**src/rtl/wbc_arbiter.sv**
```systemverilog
// Wishbone classic N-master to 1-slave arbiter: round-robin grant held for the
// whole CYC, one idle cycle between grants, optional STB-without-ACK timeout.
module wbc_arbiter #(
  parameter int unsigned NM      = 4,
  parameter int unsigned AW      = 32,
  parameter int unsigned DW      = 32,
  parameter int unsigned SW      = DW/8,
  parameter int unsigned TIMEOUT = 255,
  parameter int unsigned TW      = 8
) (
  input  logic             i_clk,
  input  logic             i_reset,
  input  logic [NM-1:0]    i_mcyc,
  input  logic [NM-1:0]    i_mstb,
  input  logic [NM-1:0]    i_mwe,
  input  logic [NM*AW-1:0] i_maddr,
  input  logic [NM*DW-1:0] i_mdata,
  input  logic [NM*SW-1:0] i_msel,
  output logic [NM-1:0]    o_mack,
  output logic [NM*DW-1:0] o_mdata,
  output logic [NM-1:0]    o_merr,
  output logic             o_scyc,
  output logic             o_sstb,
  output logic             o_swe,
  output logic [AW-1:0]    o_saddr,
  output logic [DW-1:0]    o_sdata,
  output logic [SW-1:0]    o_ssel,
  input  logic             i_sack,
  input  logic [DW-1:0]    i_sdata,
  input  logic             i_serr,
  output logic [NM-1:0]    o_grant,
  output logic             o_busy
);

  localparam int unsigned IW = (NM > 1) ? $clog2(NM) : 1;

  typedef enum logic {S_IDLE, S_GRANTED} state_t;

  state_t        state, state_nx;
  logic [IW-1:0] gidx, gidx_nx;
  logic [IW-1:0] last, last_nx;
  logic [NM-1:0] grant_nx;
  logic [TW-1:0] cnt, cnt_nx;
  logic [IW-1:0] win;
  logic          win_ok;
  logic          granted;
  logic          stb_raw;
  logic          to_err;

  // Round-robin search starting just after the previous owner, wrapping
  always_comb begin
    int unsigned k;
    win    = '0;
    win_ok = 1'b0;
    k      = 0;
    for (int unsigned i = 1; i <= NM; i++) begin
      k = 32'(last) + i;
      if (k >= NM) k = k - NM;
      if (!win_ok && i_mcyc[IW'(k)]) begin
        win_ok = 1'b1;
        win    = IW'(k);
      end
    end
  end

  always_comb begin
    state_nx = state;
    gidx_nx  = gidx;
    last_nx  = last;
    grant_nx = o_grant;
    case (state)
      S_IDLE: begin
        if (win_ok) begin
          state_nx = S_GRANTED;
          gidx_nx  = win;
          grant_nx = NM'(1) << win;
        end
      end
      S_GRANTED: begin
        if (!i_mcyc[gidx]) begin
          state_nx = S_IDLE;
          last_nx  = gidx;
          grant_nx = '0;
        end
      end
      default: begin
        state_nx = S_IDLE;
        grant_nx = '0;
      end
    endcase
  end

  assign granted = (state == S_GRANTED);
  assign stb_raw = granted & i_mstb[gidx];

  // Raw STB feeds the counter so that forcing o_sstb low cannot loop back
  always_comb begin
    to_err = 1'b0;
    cnt_nx = '0;
    if (TIMEOUT != 0) begin
      to_err = stb_raw && !i_sack && !i_serr && (cnt == TW'(TIMEOUT));
      if (!stb_raw || i_sack || i_serr || to_err)
        cnt_nx = '0;
      else
        cnt_nx = cnt + TW'(1);
    end
  end

  always_ff @(posedge i_clk) begin
    if (!i_reset) begin
      state   <= S_IDLE;
      gidx    <= '0;
      last    <= IW'(NM-1);
      o_grant <= '0;
      cnt     <= '0;
    end else begin
      state   <= state_nx;
      gidx    <= gidx_nx;
      last    <= last_nx;
      o_grant <= grant_nx;
      cnt     <= cnt_nx;
    end
  end

  always_comb begin
    o_scyc  = 1'b0;
    o_sstb  = 1'b0;
    o_swe   = 1'b0;
    o_saddr = '0;
    o_sdata = '0;
    o_ssel  = '0;
    o_mack  = '0;
    o_merr  = '0;
    if (granted) begin
      o_scyc       = i_mcyc[gidx];
      o_sstb       = stb_raw & ~to_err;
      o_swe        = i_mwe[gidx];
      o_saddr      = i_maddr[32'(gidx)*AW +: AW];
      o_sdata      = i_mdata[32'(gidx)*DW +: DW];
      o_ssel       = i_msel[32'(gidx)*SW +: SW];
      o_mack[gidx] = i_sack;
      o_merr[gidx] = i_serr | to_err;
    end
  end

  assign o_mdata = {NM{i_sdata}};
  assign o_busy  = granted;

endmodule

```
**config.mk**
```make
export PLATFORM = sky130hd
export DESIGN_NAME = wbc_arbiter
export DESIGN_NICKNAME = d
export VERILOG_FILES = /design/src/rtl/wbc_arbiter.sv
export SDC_FILE = /design/constraint.sdc
export NUM_CORES = 1
export LEC_CHECK = 0
export BUFFER_PORTS_ARGS = -buffer_cell sky130_fd_sc_hd__buf_2
export CELL_PAD_IN_SITES_DETAIL_PLACEMENT = 1
export CELL_PAD_IN_SITES_GLOBAL_PLACEMENT = 1
export CORE_AREA = 2 2 207 209
export DETAILED_ROUTE_END_ITERATION = 7
export DIE_AREA = 0 0 209 211
export GPL_TIMING_DRIVEN = 0
export PLACE_DENSITY_LB_ADDON = 0.25
export SYNTH_ARGS = -nofsm -noshare
export SYNTH_HDL_FRONTEND = slang
export SYNTH_SLANG_ARGS = --single-unit
export TNS_END_PERCENT = 20
```
**constraint.sdc**
```tcl
create_clock -name i_clk -period 3.3 [get_ports i_clk]
set_clock_uncertainty 0.15 [all_clocks]
set_input_delay 0.33 -clock i_clk [delete_from_list [all_inputs] [get_ports i_clk]]
set_output_delay 0.33 -clock i_clk [all_outputs]
set_load 0.05 [all_outputs]
```
Yosys cells after proc, flatten, opt, wreduce, memory -nomap -nowiden

Cells that the tools add are included.

$add $sub $neg: 9
Mux-type cells: 42
Reduce and logical (&&, ||, !) cells: 20
Divide/modulo/power cells: 0
Shift operators: 4
Multipliers: 0
Equality and inequality tests: 3
Bitwise gates (word level): 9
$lt $le $gt $ge: 10

Operators by type and width:

| kind                                                                         | count |
|---|---|
| 128-bit by 8-bit indexed part select with 32-bit output                      | 2 |
| 32-bit 2-to-1 mux                                                            | 2 |
| 4-bit 2-to-1 mux                                                             | 5 |
| 1-bit 2-to-1 mux                                                             | 17 |
| 2-bit 2-to-1 mux                                                             | 8 |
| 16-bit by 5-bit indexed part select with 4-bit output                        | 1 |
| 2-bit by 3-bit less-than comparator with 1-bit output, second input constant | 5 |
| 1-bit binary-select mux with 2-bit select                                    | 7 |
| 3-bit >= comparator, second input constant                                   | 3 |
| 8-bit by 1-bit adder with 8-bit output, second input constant                | 1 |
| 4-bit AND                                                                    | 2 |
| 8-bit equality test, second input constant                                   | 1 |
| 4-bit one-hot mux with 2 select lines                                        | 1 |
| 2-bit by 1-bit subtractor with 2-bit output, second input constant           | 4 |
| 1-bit logical AND                                                            | 7 |
| 2-bit by 2-bit adder with 3-bit output, second input constant                | 2 |
| 1-bit logical NOT                                                            | 6 |
| 2-bit AND reduction                                                          | 3 |
| 2-bit by 3-bit adder with 4-bit output, second input constant                | 1 |
| 4-bit by 3-bit >= comparator with 1-bit output, second input constant        | 1 |
| 2-bit != test, second input constant                                         | 2 |
| 1-bit NOT                                                                    | 4 |
| 1-bit by 2-bit << shifter with 4-bit output, first input constant            | 1 |
| 2-bit by 1-bit adder with 3-bit output, second input constant                | 1 |
| 7 further kinds                                                              | 10 |

Bits in registers: 17
Input port bits: 320
Output and inout bits: 212
Bits in latches: 0
Bits in read-only memories: 0
Memories kept: 0
RAM bits: 0
Word-level logic and storage cells: 102

Longest topological paths before layout

Gate-level depths: netlist of run 1.

Depth after elaboration: 18
Mapped depth: 6
Gate-level depth less buffers: 5

Worst setup path after synthesis of run 1

No wires, ideal clock.

Path type: register -> output
From: reg state (netlist: o_busy)
To: out o_mack[0]
Cell stages (with the launch flop): 4
Path buffers: 1
Arrival: 2172 ps
Required time: 2820 ps
Path slack: 648 ps
Cell sequence: dfxtp_1 clkbuf_1 nand2_1 nor3_1

Longest elaborated chain between the ends: 1

Ends and longest elaborated chain:

| item                   | line | source |
|---|---|---|
| start, declared        | 39   | `state_t state, state_nx;` |
| start signal, assigned | 117  | `state <= state_nx;` |
| 4-bit 2-to-1 mux       | 134  | `if (granted) begin` |
| end, declared          | 19   | `output logic [NM-1:0] o_mack,` |

No other way between the ends.

Final worst setup path of run 1

From: reg state (netlist: o_busy)
To: out o_sdata[4]

Longest elaborated chain between the ends: 1

Ends and longest elaborated chain:

| item              | line | source |
|---|---|---|
| 32-bit 2-to-1 mux | 134  |  |
| end, declared     | 26   | `output logic [DW-1:0] o_sdata,` |

No other way between the ends.

==> results.ini, run 1 <==
[die]
start_util_pct=9.55
rows=75
ios=532
die_w_um=209
fp.coreArea_um2=41800
die_h_um=211
die_area_um2=44100

[detailed_routing]
drtIter0Drc=152
dr.pass1.iters=4
routed_wl_mm=26.9
ant_nets=0
drc=0
vias=4977
vias_per_cell=3.46
wl_per_cell_um=18.7

[clocking]
cts.sinks=17
clk_pin_slew_ns=0.05
htree_levels=1
worstSkewPairLatency_ns=0.25
cts_buffers=3
post_cts_resized=0
clockRootBuffer=clkbuf_16
cts_tree=yes
cts_buffer_depth=2
postCtsSetupBuffers=0
cts_hold_buf=0

[pwr]
pwr-share-comb_pct=78.8
p_sw_mw=1.21
p_int_mw=1.04
clockPowerShare_pct=11.0
pwr_density_cell_nw_per_um2=311
p_sw_share_pct=53.8
ir_worst_vdd_v=0.000161
power_frac_seq_pct=10.2
leakage_nw=3.68

[sta]
period_needed_ns=2.91
setup-tns-final_ns=0
rsz0062_at_grt=false
maxSlewHeadroom_pct=39.8
worst_pin_slew_ns=0.902
fin_crit_sh_pct=88.1
hold_viol=0
finalSetupViolCount=0
report.final.slew_viol_count=0
max_freq_mhz=344

[final_layout]
drive_gt1_share_pct=80.3
utilization_pct=17.3
nNetsFinal=1220
final_cells=1438
syn2layout_area_growth_pct=81.6
design_area_um2=7240

[logic_synthesis]
synthTopCellsByCount=buf_4, mux4_2, and2_1
syn_nets=716
ys_seq_area_share_pct=8.53
synth.most_common_cell=buf_4
synth_cell_type_count=36
syn-instance-count=395
synth_top_area_share_pct=40.1
synth_async_sr_flop_share_pct=0
yosys.area.top_type=mux4_2
synth_area_per_cell_um2=10.1
yosys_most_used_dff=dfxtp_1
synth_enable_flop_cells=0
syn_area_um2=3990
synth_area_leaders=mux4_2, buf_4, and2_1, dfxtp_1, nor2_1
ys_seq_elements=17
yosys_warnings=0

[global_route]
grt_max_degree=11
grt_overflow=0
grt_pass1_vias=5318
antenna_found_initial=6
grtUsageTotal_pct=11.4
grt_first_pass_wirelength_mm=37.5

[place]
dp_cells=1433
port_buffers=499
place_area_um2=7160
place.gp.congestion=0.766
dpl.hpwl_mm=24.1

[worst_setup_path]
cp_slowest_stage_delay_ns=0.70
endpoint_kind=primary output
critPathMostFrequentCell=clkbuf_1
crit_path_cell_trace=clkbuf_1, clkbuf_1, and2_1, buf_2
critPathLaunchType=flop
cp.arrival_ns=2.43
worst_path_max_delay_cell=clkbuf_1
crit_fanout=10
cp.required_ns=2.82
crit_type=reg -> out

[flow_run]
drv_cap=0

[hold_path]
hold_class=in -> reg

[run_status]
status=finished clean

==> per-stage QoR <==
stage / setup slack (ns) / hold WS [ns] / power, mW
CTS: 0.151 / 0.180 / 2.30
global route: 0.0823 / 0.211 / 2.38
detailed placement: 0.433 / 0.299 / 2.04
global placement: 0.430 / 0.289 / 2.04
finish: 0.391 / 0.182 / 2.25
floorplan: 0.648 / 0.242 / 1.50
==> power groups by stage <==
stage	registers [mW]	logic, mW	clock network, mW
after floorplan	0.252	1.25	0
after global placement	0.234	1.81	0
after detailed placement	0.234	1.81	0
after CTS	0.230	1.81	0.253
after global routing	0.232	1.89	0.264
final	0.230	1.78	0.248
==> kinds of logic (layout without fill, tap and decap cells) <==
group,Yosys count,after routing,synth area share [%]
AND/OR/NAND/NOR,120,120,17.4
other,0,1,0
multiplexers,75,75,41.1
XOR/XNOR,5,5,1.10
adder cells (fa/ha/maj),1,1,0.314
buffers and inverters,157,660,28.0
AO/OA/AOI/OAI,20,20,3.51
flip-flops,17,17,8.53
==> sequential cells by signal, indices dropped and copies added, names as in the netlist <==
| register | cells |
|---|---|
| last | 2 |
| o_busy | 1 |
| gidx | 2 |
| cnt | 8 |
| o_grant | 4 |
==> layout make-up <==
cell class	count	area, um^2
sequential	17	340
fill	5090	34500
clock buffer	4	78.8
timing repair buffer	499	2500
buffer	154	1100
antenna	1	2.50
multi-input combinational	221	2530
tap	539	674
inverter	3	11.3
==> cells in the final DEF (no fill, tap or decap), drive strengths merged <==
| cell | n |
|---|---|
| buf | 642 |
| xnor2 | 3 |
| o41a | 1 |
| and2 | 70 |
| nor2b | 1 |
| a21oi | 7 |
| ha | 1 |
| mux4 | 71 |
| a22o | 2 |
| nand2 | 8 |
| dfxtp | 17 |
| or3 | 1 |
| a311oi | 1 |
| or2 | 2 |
| o21a | 1 |
| nand4 | 2 |
| inv | 3 |
| and3b | 2 |
| a211oi | 1 |
| diode | 1 |
| nand2b | 6 |
| xor2 | 2 |
| nor3b | 1 |
| o2bb2ai | 2 |
| o21ai | 4 |
| mux2i | 4 |
| nor2 | 19 |
| nor3 | 4 |
| nand3 | 4 |
| a211o | 1 |
| clkbuf | 15 |
==> final timing paths <==
kind                            slack (ns)     from         end  cells after the start
worst max-delay path                  0.39   o_busy  o_sdata[4]                      4
worst min-delay path                  0.18  i_reset     last[0]                      2
worst max register to register        1.41  gidx[0]      cnt[3]                      5
worst min register to register        0.31   cnt[0]      cnt[0]                      1
==> metal layers <==
layer | vias to the layer above | GRT usage [%] | share of wire [%]
met4 | 4 | 1.18 | 0.54
met5 | - | 0 | 0.10
li1 | 2307 | - | -
met3 | 15 | 1.90 | 6.1
met1 | 2410 | 13.8 | 40
met2 | 241 | 21.8 | 54
==> critical path: cells and delay by family, from the launching register on <==
| kind | cells | cell delay [ns] |
|---|---|---|
| AND/OR/NAND/NOR | 1 | 0.24 |
| flip-flops | 1 | 0.49 |
| buffers and inverters | 3 | 1.44 |
(Power assumes the default switching activity.)
==> run 2, diff against run 1 <==
--- a/config.mk
+++ b/config.mk
@@ -6,11 +6,9 @@
 export NUM_CORES = 1
 export LEC_CHECK = 0
 export BUFFER_PORTS_ARGS = -buffer_cell sky130_fd_sc_hd__buf_2
-export CELL_PAD_IN_SITES_DETAIL_PLACEMENT = 1
-export CELL_PAD_IN_SITES_GLOBAL_PLACEMENT = 1
-export CORE_AREA = 2 2 207 209
+export CORE_AREA = 2 2 208 210
 export DETAILED_ROUTE_END_ITERATION = 7
-export DIE_AREA = 0 0 209 211
+export DIE_AREA = 0 0 210 212
 export GPL_TIMING_DRIVEN = 0
 export PLACE_DENSITY_LB_ADDON = 0.25
 export SYNTH_ARGS = -nofsm -noshare
==> results.ini, run 2 (synthesis results as in run 1) <==
[pwr]
pwr-share-comb_pct=78.6  ; -0.2 points
power_frac_seq_pct=10.4  ; +0.2 points
p_int_mw=1.04  ; -0.12%
pwr_density_cell_nw_per_um2=304  ; -2.2%
clockPowerShare_pct=11.0  ; about the same
p_sw_mw=1.17  ; -3.6%
leakage_nw=3.68  ; about the same
power_mw=2.21  ; -2.0%
p_sw_share_pct=53.0  ; -0.87 points
ir_worst_vdd_v=0.000171  ; +5.7%

[die]
die_area_um2=44500  ; +0.95%
die_w_um=210  ; +0.48%
fp.coreArea_um2=42500  ; +1.8%
die_h_um=212  ; +0.47%
start_util_pct=9.38  ; -0.17 points
rows=76  ; +1.3%
ios=532  ; unchanged

[final_layout]
final_common_cell=buf_2
nNetsFinal=1220  ; unchanged
largest_register_ff_count=8  ; unchanged
reg_top3=cnt x8, o_grant x4
final_cell_mix=buf_2, buf_4, mux4_2
regMostFlops=cnt
syn2layout_area_growth_pct=82.0
drive_gt1_share_pct=80.3  ; unchanged
final_cells=1448  ; +0.70%
design_area_um2=7260  ; +0.22%

[clocking]
clk_pin_slew_ns=0.05  ; about the same
cts_buffer_depth=2  ; unchanged
worstSkewPairLatency_ns=0.24  ; about the same
postCtsSetupBuffers=0  ; unchanged
cts_tree=yes
post_cts_resized=0  ; unchanged
cts_buffers=3  ; unchanged
cts_hold_buf=0  ; unchanged
htree_levels=1  ; unchanged
clockRootBuffer=clkbuf_16
cts.sinks=17  ; unchanged

[hold_path]
hp-start=i_reset
hold_class=in -> reg
hold-path-endpoint=last[0]
min_path_cells=2  ; unchanged

[place]
dpl.hpwl_mm=19.9  ; -18%
place.gp.congestion=0.748  ; -2.4%
dp_cells=1440  ; +0.49%
port_buffers=499  ; unchanged
dp_worst_setup_slack_ns=0.407  ; -0.0261 ns
place_area_um2=7170  ; +0.12%

[sta]
worst_pin_slew_ns=1.11  ; +0.209 ns
rsz0062_at_grt=false
fin_crit_sh_pct=93.3  ; +5.2 points
hold_viol=0  ; unchanged
report.final.slew_viol_count=0  ; unchanged
maxSlewHeadroom_pct=25.9  ; -14 points
fin_ws_ns=0.220  ; -0.172 ns
setup-tns-final_ns=0  ; unchanged
period_needed_ns=3.08  ; +0.172 ns
max_freq_mhz=325  ; -5.6%
finalSetupViolCount=0  ; unchanged

[global_route]
grt_first_pass_wirelength_mm=29.7  ; -21%
grtUsageTotal_pct=8.87  ; -2.5 points
grt_pass1_vias=4689  ; -12%
grt_overflow=0  ; unchanged
antenna_found_initial=4  ; -2
grt_max_degree=11  ; unchanged

[detailed_routing]
wl_per_cell_um=15.3  ; -18%
routed_wl_mm=22.2  ; -18%
dr.pass1.iters=4  ; unchanged
ant_nets=0  ; unchanged
drc=0  ; unchanged
vias_per_cell=3.37  ; -2.7%
vias=4876  ; -2.0%
drtIter0Drc=199  ; +31%

[worst_setup_path]
r2r-end=last[1]
cp.arrival_ns=2.60  ; +0.17 ns
crit_fanout=10  ; unchanged
rr_startpoint=o_busy
critPathLaunchType=flop
cp.required_ns=2.82  ; about the same
crit_type=reg -> out
rrSetupSlack_ns=1.35  ; -0.06 ns
endpoint_kind=primary output
reg2reg_depth=4  ; -1

[run_status]
status=finished clean

[flow_run]
drv_cap=0  ; unchanged

run 2: cell count changes in the layout (fill, tap and decap cells not counted):
cell / before / now
diode_2: 1 / 4
run 2: power groups by stage:
stage	registers, mW	clock network, mW	logic, mW
floorplan	0.252	0	1.25
global placement	0.235	0	1.76
detailed placement	0.235	0	1.76
CTS	0.230	0.250	1.77
global route	0.233	0.257	1.84
finish	0.230	0.242	1.74
run 2: critical path, cell delays in order, from the launching register on:
cell and delay (ns):
dfxtp_1 0.54, clkbuf_1 0.74, clkbuf_1 0.49, and2_1 0.28, buf_2 0.29
run 2: layout make-up:
class,instances,area [um^2]
fill,4834,35200
multi-input combinational,221,2530
antenna,4,10.0
tap,546,683
timing repair buffer,499,2500
sequential,17,340
buffer,154,1100
clock buffer,4,78.8
inverter,3,11.3
run 2: how the worst max path moves through the flow:
| stage | from | end | slack (ns) | cells after the start |
|---|---|---|---|---|
| after floorplan | o_busy | o_mack[0] | 0.65 | 3 |
| after global placement | o_busy | o_sdata[20] | 0.36 | 4 |
| after detailed placement | o_busy | o_sdata[20] | 0.41 | 4 |
| after CTS | o_busy | o_sdata[20] | 0.14 | 4 |
| after global routing | o_busy | o_sdata[20] | 0.03 | 4 |
| final | o_busy | o_sdata[20] | 0.22 | 4 |
run 2: per-layer routing:
layer | wire length (um) | track usage [%] | up-vias | part of all wire, %
li1 | - | - | 2317 | -
met1 | 9020 | 11.3 | 2289 | 41
met2 | 11300 | 16.0 | 258 | 51
met3 | 1790 | 1.85 | 10 | 8.1
met4 | 84 | 0.758 | 2 | 0.38
met5 | 13 | 0 | - | 0.059
run 2: per-stage QoR:
step | hold WS, ns | utilization (%)
after CTS | 0.194 | 17.0
after floorplan | 0.242 | -
after global routing | 0.202 | 17.0
final | 0.196 | 17.1
after global placement | 0.285 | 16.9
after detailed placement | 0.295 | 16.9
